### src/rtl/cpu_pkg.sv
// Shared CPU constants, opcodes and fetch-stage types.
// Used by the fetch sequencer, its next-PC logic and its interface.
package cpu_pkg;
    localparam int ADDR_W       = 8;
    localparam int INSTR_W      = 8;
    localparam int DRAIN_CYCLES = 3;

    localparam logic [1:0] OP_ADD = 2'b00;
    localparam logic [1:0] OP_SLL = 2'b01;
    localparam logic [1:0] OP_J   = 2'b11;

    typedef enum logic [1:0] {
        ST_IDLE,
        ST_FETCH,
        ST_DRAIN,
        ST_DONE
    } fetch_state_t;

    typedef struct packed {
        logic               valid;
        logic [ADDR_W-1:0]  pc;
        logic [INSTR_W-1:0] instr;
    } ifid_t;
endpackage

### src/rtl/fetch_sequencer_if.sv
// Fetch-stage bus: run control, instruction-memory port, IF/ID register and status.
// master = the sequencer, slave = the surrounding pipeline / memory.
interface fetch_sequencer_if;
    logic                       start;
    logic [cpu_pkg::ADDR_W-1:0]  prog_len;
    logic [cpu_pkg::INSTR_W-1:0] instr_code;
    logic                       stall;
    logic                       redirect_valid;
    logic [cpu_pkg::ADDR_W-1:0]  redirect_pc;
    logic [cpu_pkg::ADDR_W-1:0]  pc;
    logic [cpu_pkg::INSTR_W-1:0] ifid_instr;
    logic [cpu_pkg::ADDR_W-1:0]  ifid_pc;
    logic                       ifid_valid;
    logic                       busy;
    logic                       done;

    modport master (
        input  start, prog_len, instr_code, stall, redirect_valid, redirect_pc,
        output pc, ifid_instr, ifid_pc, ifid_valid, busy, done
    );

    modport slave (
        output start, prog_len, instr_code, stall, redirect_valid, redirect_pc,
        input  pc, ifid_instr, ifid_pc, ifid_valid, busy, done
    );
endinterface

### src/rtl/next_pc_logic.sv
// Sequential / jump next-PC: pc+1, plus sign-extended 6-bit offset for OP_J.
// All arithmetic wraps modulo 2^ADDR_W.
module next_pc_logic
    import cpu_pkg::*;
(
    input  logic [ADDR_W-1:0]  pc,
    input  logic [INSTR_W-1:0] instr,
    output logic [ADDR_W-1:0]  next_pc
);
    logic              is_jump;
    logic [ADDR_W-1:0] offset;

    assign is_jump = (instr[7:6] == OP_J);
    assign offset  = {{(ADDR_W-6){instr[5]}}, instr[5:0]};
    assign next_pc = pc + ADDR_W'(1) + (is_jump ? offset : '0);
endmodule

### src/rtl/fetch_sequencer.sv
// Instruction-fetch controller: drives pc, fills IF/ID, resolves jumps with no bubble,
// honours stall/redirect, and drains the pipeline after the last fetch.
module fetch_sequencer
    import cpu_pkg::*;
(
    input  logic               clk,
    input  logic               rst,
    fetch_sequencer_if.master  bus
);
    localparam int DCW = (DRAIN_CYCLES > 1) ? $clog2(DRAIN_CYCLES) : 1;

    fetch_state_t      state_q, state_d;
    logic [ADDR_W-1:0] pc_q, pc_d;
    logic [ADDR_W-1:0] len_q, len_d;
    logic [DCW-1:0]    drain_q, drain_d;
    logic              done_q, done_d;
    ifid_t             ifid_q, ifid_d;
    logic [ADDR_W-1:0] seq_pc;

    next_pc_logic u_next_pc (
        .pc      (pc_q),
        .instr   (bus.instr_code),
        .next_pc (seq_pc)
    );

    always_ff @(posedge clk or posedge rst) begin
        if (rst) state_q <= ST_IDLE;
        else     state_q <= state_d;
    end

    always_ff @(posedge clk or posedge rst) begin
        if (rst) begin
            pc_q    <= '0;
            len_q   <= '0;
            drain_q <= '0;
            done_q  <= 1'b0;
            ifid_q  <= '0;
        end else begin
            pc_q    <= pc_d;
            len_q   <= len_d;
            drain_q <= drain_d;
            done_q  <= done_d;
            ifid_q  <= ifid_d;
        end
    end

    always_comb begin
        state_d = state_q;
        pc_d    = pc_q;
        len_d   = len_q;
        drain_d = drain_q;
        done_d  = done_q;
        ifid_d  = ifid_q;
        case (state_q)
            ST_IDLE, ST_DONE: begin
                if (bus.start) begin
                    len_d  = bus.prog_len;
                    pc_d   = '0;
                    done_d = 1'b0;
                    if (bus.prog_len == '0) begin
                        state_d = ST_DRAIN;
                        drain_d = DCW'(DRAIN_CYCLES - 1);
                    end else begin
                        state_d = ST_FETCH;
                    end
                end
            end
            ST_FETCH: begin
                // Redirect outranks stall: the younger instruction is squashed anyway.
                if (bus.redirect_valid) begin
                    pc_d         = bus.redirect_pc;
                    ifid_d.valid = 1'b0;
                end else if (bus.stall) begin
                    pc_d = pc_q;
                end else if (pc_q >= len_q) begin
                    ifid_d.valid = 1'b0;
                    drain_d      = DCW'(DRAIN_CYCLES - 1);
                    state_d      = ST_DRAIN;
                end else begin
                    ifid_d = '{valid: 1'b1, pc: pc_q, instr: bus.instr_code};
                    pc_d   = seq_pc;
                end
            end
            ST_DRAIN: begin
                ifid_d.valid = 1'b0;
                if (drain_q == '0) begin
                    state_d = ST_DONE;
                    done_d  = 1'b1;
                end else begin
                    drain_d = drain_q - 1'b1;
                end
            end
            default: state_d = ST_IDLE;
        endcase
    end

    assign bus.pc         = pc_q;
    assign bus.ifid_instr = ifid_q.instr;
    assign bus.ifid_pc    = ifid_q.pc;
    assign bus.ifid_valid = ifid_q.valid;
    assign bus.busy       = (state_q == ST_FETCH) || (state_q == ST_DRAIN);
    assign bus.done       = done_q;
endmodule
### src/flat_wrapper.sv
// flat-port wrapper written by rule: the top's interface ports become plain ports
module fetch_sequencer_flat import cpu_pkg::*;
  (clk, rst, bus_start, bus_prog_len, bus_instr_code, bus_stall, bus_redirect_valid, bus_redirect_pc, bus_pc, bus_ifid_instr, bus_ifid_pc, bus_ifid_valid, bus_busy, bus_done);
  fetch_sequencer_if bus_i ();
  input  logic clk;
  input  logic rst;
  input wire logic [$bits(bus_i.start)-1:0] bus_start;
  input wire logic [$bits(bus_i.prog_len)-1:0] bus_prog_len;
  input wire logic [$bits(bus_i.instr_code)-1:0] bus_instr_code;
  input wire logic [$bits(bus_i.stall)-1:0] bus_stall;
  input wire logic [$bits(bus_i.redirect_valid)-1:0] bus_redirect_valid;
  input wire logic [$bits(bus_i.redirect_pc)-1:0] bus_redirect_pc;
  output wire logic [$bits(bus_i.pc)-1:0] bus_pc;
  output wire logic [$bits(bus_i.ifid_instr)-1:0] bus_ifid_instr;
  output wire logic [$bits(bus_i.ifid_pc)-1:0] bus_ifid_pc;
  output wire logic [$bits(bus_i.ifid_valid)-1:0] bus_ifid_valid;
  output wire logic [$bits(bus_i.busy)-1:0] bus_busy;
  output wire logic [$bits(bus_i.done)-1:0] bus_done;
  assign bus_i.start = bus_start;
  assign bus_i.prog_len = bus_prog_len;
  assign bus_i.instr_code = bus_instr_code;
  assign bus_i.stall = bus_stall;
  assign bus_i.redirect_valid = bus_redirect_valid;
  assign bus_i.redirect_pc = bus_redirect_pc;
  assign bus_pc = bus_i.pc;
  assign bus_ifid_instr = bus_i.ifid_instr;
  assign bus_ifid_pc = bus_i.ifid_pc;
  assign bus_ifid_valid = bus_i.ifid_valid;
  assign bus_busy = bus_i.busy;
  assign bus_done = bus_i.done;
  fetch_sequencer u_core (.clk(clk), .rst(rst), .bus(bus_i));
endmodule
### config.mk
export PLATFORM = sky130hd
export DESIGN_NAME = fetch_sequencer_flat
export DESIGN_NICKNAME = d
export VERILOG_FILES = /design/src/rtl/cpu_pkg.sv /design/src/rtl/fetch_sequencer_if.sv /design/src/rtl/next_pc_logic.sv /design/src/rtl/fetch_sequencer.sv /design/src/flat_wrapper.sv
export SDC_FILE = /design/constraint.sdc
export NUM_CORES = 1
export LEC_CHECK = 0
export CELL_PAD_IN_SITES_DETAIL_PLACEMENT = 0
export CELL_PAD_IN_SITES_GLOBAL_PLACEMENT = 1
export CORE_UTILIZATION = 48
export DETAILED_ROUTE_END_ITERATION = 10
export DONT_BUFFER_PORTS = 1
export PLACE_DENSITY = 0.83
export SYNTH_ARGS = -nofsm -noshare
export SYNTH_HDL_FRONTEND = slang
export SYNTH_SLANG_ARGS = --single-unit
### constraint.sdc
create_clock -name clk -period 2.7 [get_ports clk]
set_clock_uncertainty 0.05 [all_clocks]
set_input_delay 0.54 -clock clk [delete_from_list [all_inputs] [get_ports clk]]
set_output_delay 0.54 -clock clk [all_outputs]
set_load 0.01 [all_outputs]
==> reports/metrics.yaml <==
antenna_found_initial: 0
synth-edff-count: 0
n_antenna_cell: 0
first_pass_iters: 4
p_sw_frac: 0.4271
arrival_ns: 2.47
power.density_mw_per_mm2: 1129
rsz0062_at_grt: "no"
coreArea_mm2: 0.004384
vias: 1564
first_iter_violations: 76
comb_power_share: 0.438
synthFlopType: "dfrtp_1"
maxSlewViolCount: 0
tritoncts: "done"
crit_path_end_kind: "flop"
die_w_um: 69.91
start_util: 0.5049
die_y_um: 69.91
yosys_warnings: 0
synth.avg_cell_area_um2: 10.54
synth_top_area_frac: 0.4296
vias_per_cell: 5.793
finalCriticalPeriod_ns: 2.394
path_cells: "inv_1 > ha_1 > nor2b_1 > o21ai_1 > a21oi_1 > o21ai_1 > o21ai_0"
ant_nets: 0
tns_ns: 0
postCtsSetupRepairBufs: 0
finalCritPeriodShare: 0.8866
worst_path_max_delay_cell: "o21ai_1"
dp_slack_ns: 0.2922
clockPowerShare: 0.149
start_kind: "flop"
drive_above_1_share: 0.1009
grt_overflow: 0
fin_ws_ns: 0.3062
root_buffer: "clkbuf_8"
critPathKind: "flop to flop"
grt_util_all_layers: 0.1996
p_int_uw: 1549
pwr-share-seq: 0.413
grt_pass1_wl_um: 7527
path_clk_slew_ns: 0.08
synth_simple_gate_area_frac: 0.1159
critical_path_buf_inv_count: 1
syn_nets: 259
routed_wirelength_um: 4523
cp_slowest_stage_delay_ns: 0.74
synthTopCellsByArea: "dfrtp_1, ha_1, mux2_1"
globalplace.congestion: 0.7887
path_common_cell: "o21ai_1"
netlist_instances: 210
rows: 24
post_drt_wl_per_cell_um: 16.75
worst_pin_slew_ns: 0.9280
crit_fanout: 14
power_switching_uw: 1155
hold_viol: 0
synth-adder-area-share: 0.1164
setup_violations: 0
grt_pass1_vias: 1548
synth_seq_area_share: 0.4296
clock-sinks: 38
io_buffer_count: 0
peakVddDrop_v: 0.0004792
area_growth_pct: 8.140
slew_headroom: 0.3772
critPathTopFamily: "compound AO/OA/AOI/OAI gates"
synth_xor_area_frac: 0.02374
cts.path.max_buffers: 2
maxCapViolCount: 0
fin_nets: 266
cts_inserted_buffers: 5
synth_mux_area_frac: 0.1447
fmax_mhz: 417.7
hp-class: "input port to async pin"
crit_required_ns: 2.78
synthDistinctLibCells: 40
synth_area_mm2: 0.002213
cts_resized: 0
synth_top_area_cell: "dfrtp_1"
h-tree-depth: 2
synth_top_family_by_area: "multiplexers"
total_power_uw: 2703
ys_seq_elements: 38
grt_max_degree: 39
status: "complete, no violations"
dieArea_mm2: 0.004887
async_flop_share: 1.000
insertion_delay_ns: 0.29
leakagePower_uw: 0.001166
drc: 0
io-pin-count: 56
postCtsHoldBufs: 0
dp_hpwl_um: 3334
synth_compound_area_frac: 0.1323
-- cell type report --
class                      count  area, µm²
fill                         407       1991
multi-input combinational    151       1180
sequential                    38      950.9
clock buffer                   7      86.33
tap                           52      65.06
inverter                      17      63.81
timing repair buffer           4      42.54
clock inverter                 1      5.005
-- synth_stat cells (2+ instances only) --
master / number
o21ai_0: 5
clkbuf_1: 3
inv_1: 17
mux2_1: 16
nand4_1: 2
ha_1: 19
o21ai_1: 3
a21oi_1: 13
a21o_1: 2
nor2b_1: 3
nand2_1: 17
o311ai_1: 3
o31ai_1: 6
nor4_1: 2
mux2_2: 8
dfrtp_1: 38
nor2_1: 11
nand2b_1: 3
a211oi_1: 3
mux2i_1: 5
and3_1: 6
xor2_1: 2
xnor2_1: 4
nand3_1: 3
-- cell usage in the layout (no fill, tap or decap), types with 2 or more instances in the layout --
cell and instances:
nand2_1 17, nand4_1 2, nand2b_1 3, mux2_2 8, and3_1 6, ha_1 19, a21oi_1 13, nor4_1 2
nor2_1 11, a21o_1 2, buf_4 3, mux2_1 16, xnor2_1 4, inv_1 17, dfrtp_1 38, mux2i_1 5
o21ai_1 3, o21ai_0 5, xor2_1 2, o31ai_1 6, o311ai_1 3, clkbuf_8 6, nand3_1 3, nor2b_1 3
a211oi_1 3
-- layer usage --
layer,global-route usage,part of all wire,routed length [µm]
met3,0.07071,0.084,381
met4,0.06000,0.011,49
met5,0,0,0
met1,0.2568,0.44,1999
met2,0.3162,0.46,2092
-- power groups by stage --
stage | clock network, µW | registers [µW] | logic (µW)
2_1_floorplan | 0 | 1060 | 945
3_3_place_gp | 0 | 1120 | 1150
3_5_place_dp | 0 | 1130 | 1170
4_1_cts | 420 | 1120 | 1190
5_1_grt | 440 | 1160 | 1330
6_report | 402 | 1120 | 1180
-- flip-flops by register name (all words and copies together) (netlist names) --
| name | count |
|---|---|
| u_core.bus.ifid_valid | 1 |
| u_core.drain_q | 2 |
| u_core.bus.done | 1 |
| u_core.bus.ifid_instr | 8 |
| u_core.bus.pc | 8 |
| u_core.bus.ifid_pc | 8 |
| u_core.len_q | 8 |
| u_core.state_q | 2 |
-- metrics by stage --
| stage | hold WS [ns] | std cells | util | area (µm²) |
|---|---|---|---|---|
| detailed placement | 0.4483 | 262 | 0.5251 | 2302 |
| floorplan | 0.4290 | 210 | - | 2213 |
| finish | 0.2031 | 270 | 0.5459 | 2394 |
| global placement | 0.4399 | 262 | 0.5251 | 2302 |
| CTS | 0.2138 | 270 | 0.5459 | 2394 |
| global route | 0.2437 | 270 | 0.5459 | 2394 |
-- logic make-up (layout without fill, tap and decap cells) --
family	Yosys count	after routing
xor+xnor	6	6
simple gates	52	52
mux	29	29
flops	38	38
buf+inv	21	29
fa+ha+maj	20	20
compound gates	44	44
-- final timing paths --
| kind | from | to | slack, ns | cells past startpoint |
|---|---|---|---|---|
| min in group clk | bus_instr_code[2] | u_core.bus.ifid_instr[2] | 0.33 | 1 |
| worst min register to register | u_core.len_q[2] | u_core.len_q[2] | 0.46 | 1 |
| max in group asynchronous | rst | u_core.bus.pc[6] | 2.06 | 2 |
| worst min-delay path | rst | u_core.bus.ifid_pc[3] | 0.20 | 2 |
| worst max-delay path | u_core.bus.pc[0] | u_core.bus.pc[4] | 0.31 | 7 |
| worst max register to register | u_core.bus.pc[0] | u_core.bus.pc[4] | 0.31 | 7 |
Power figures use the tool's default switching activity.
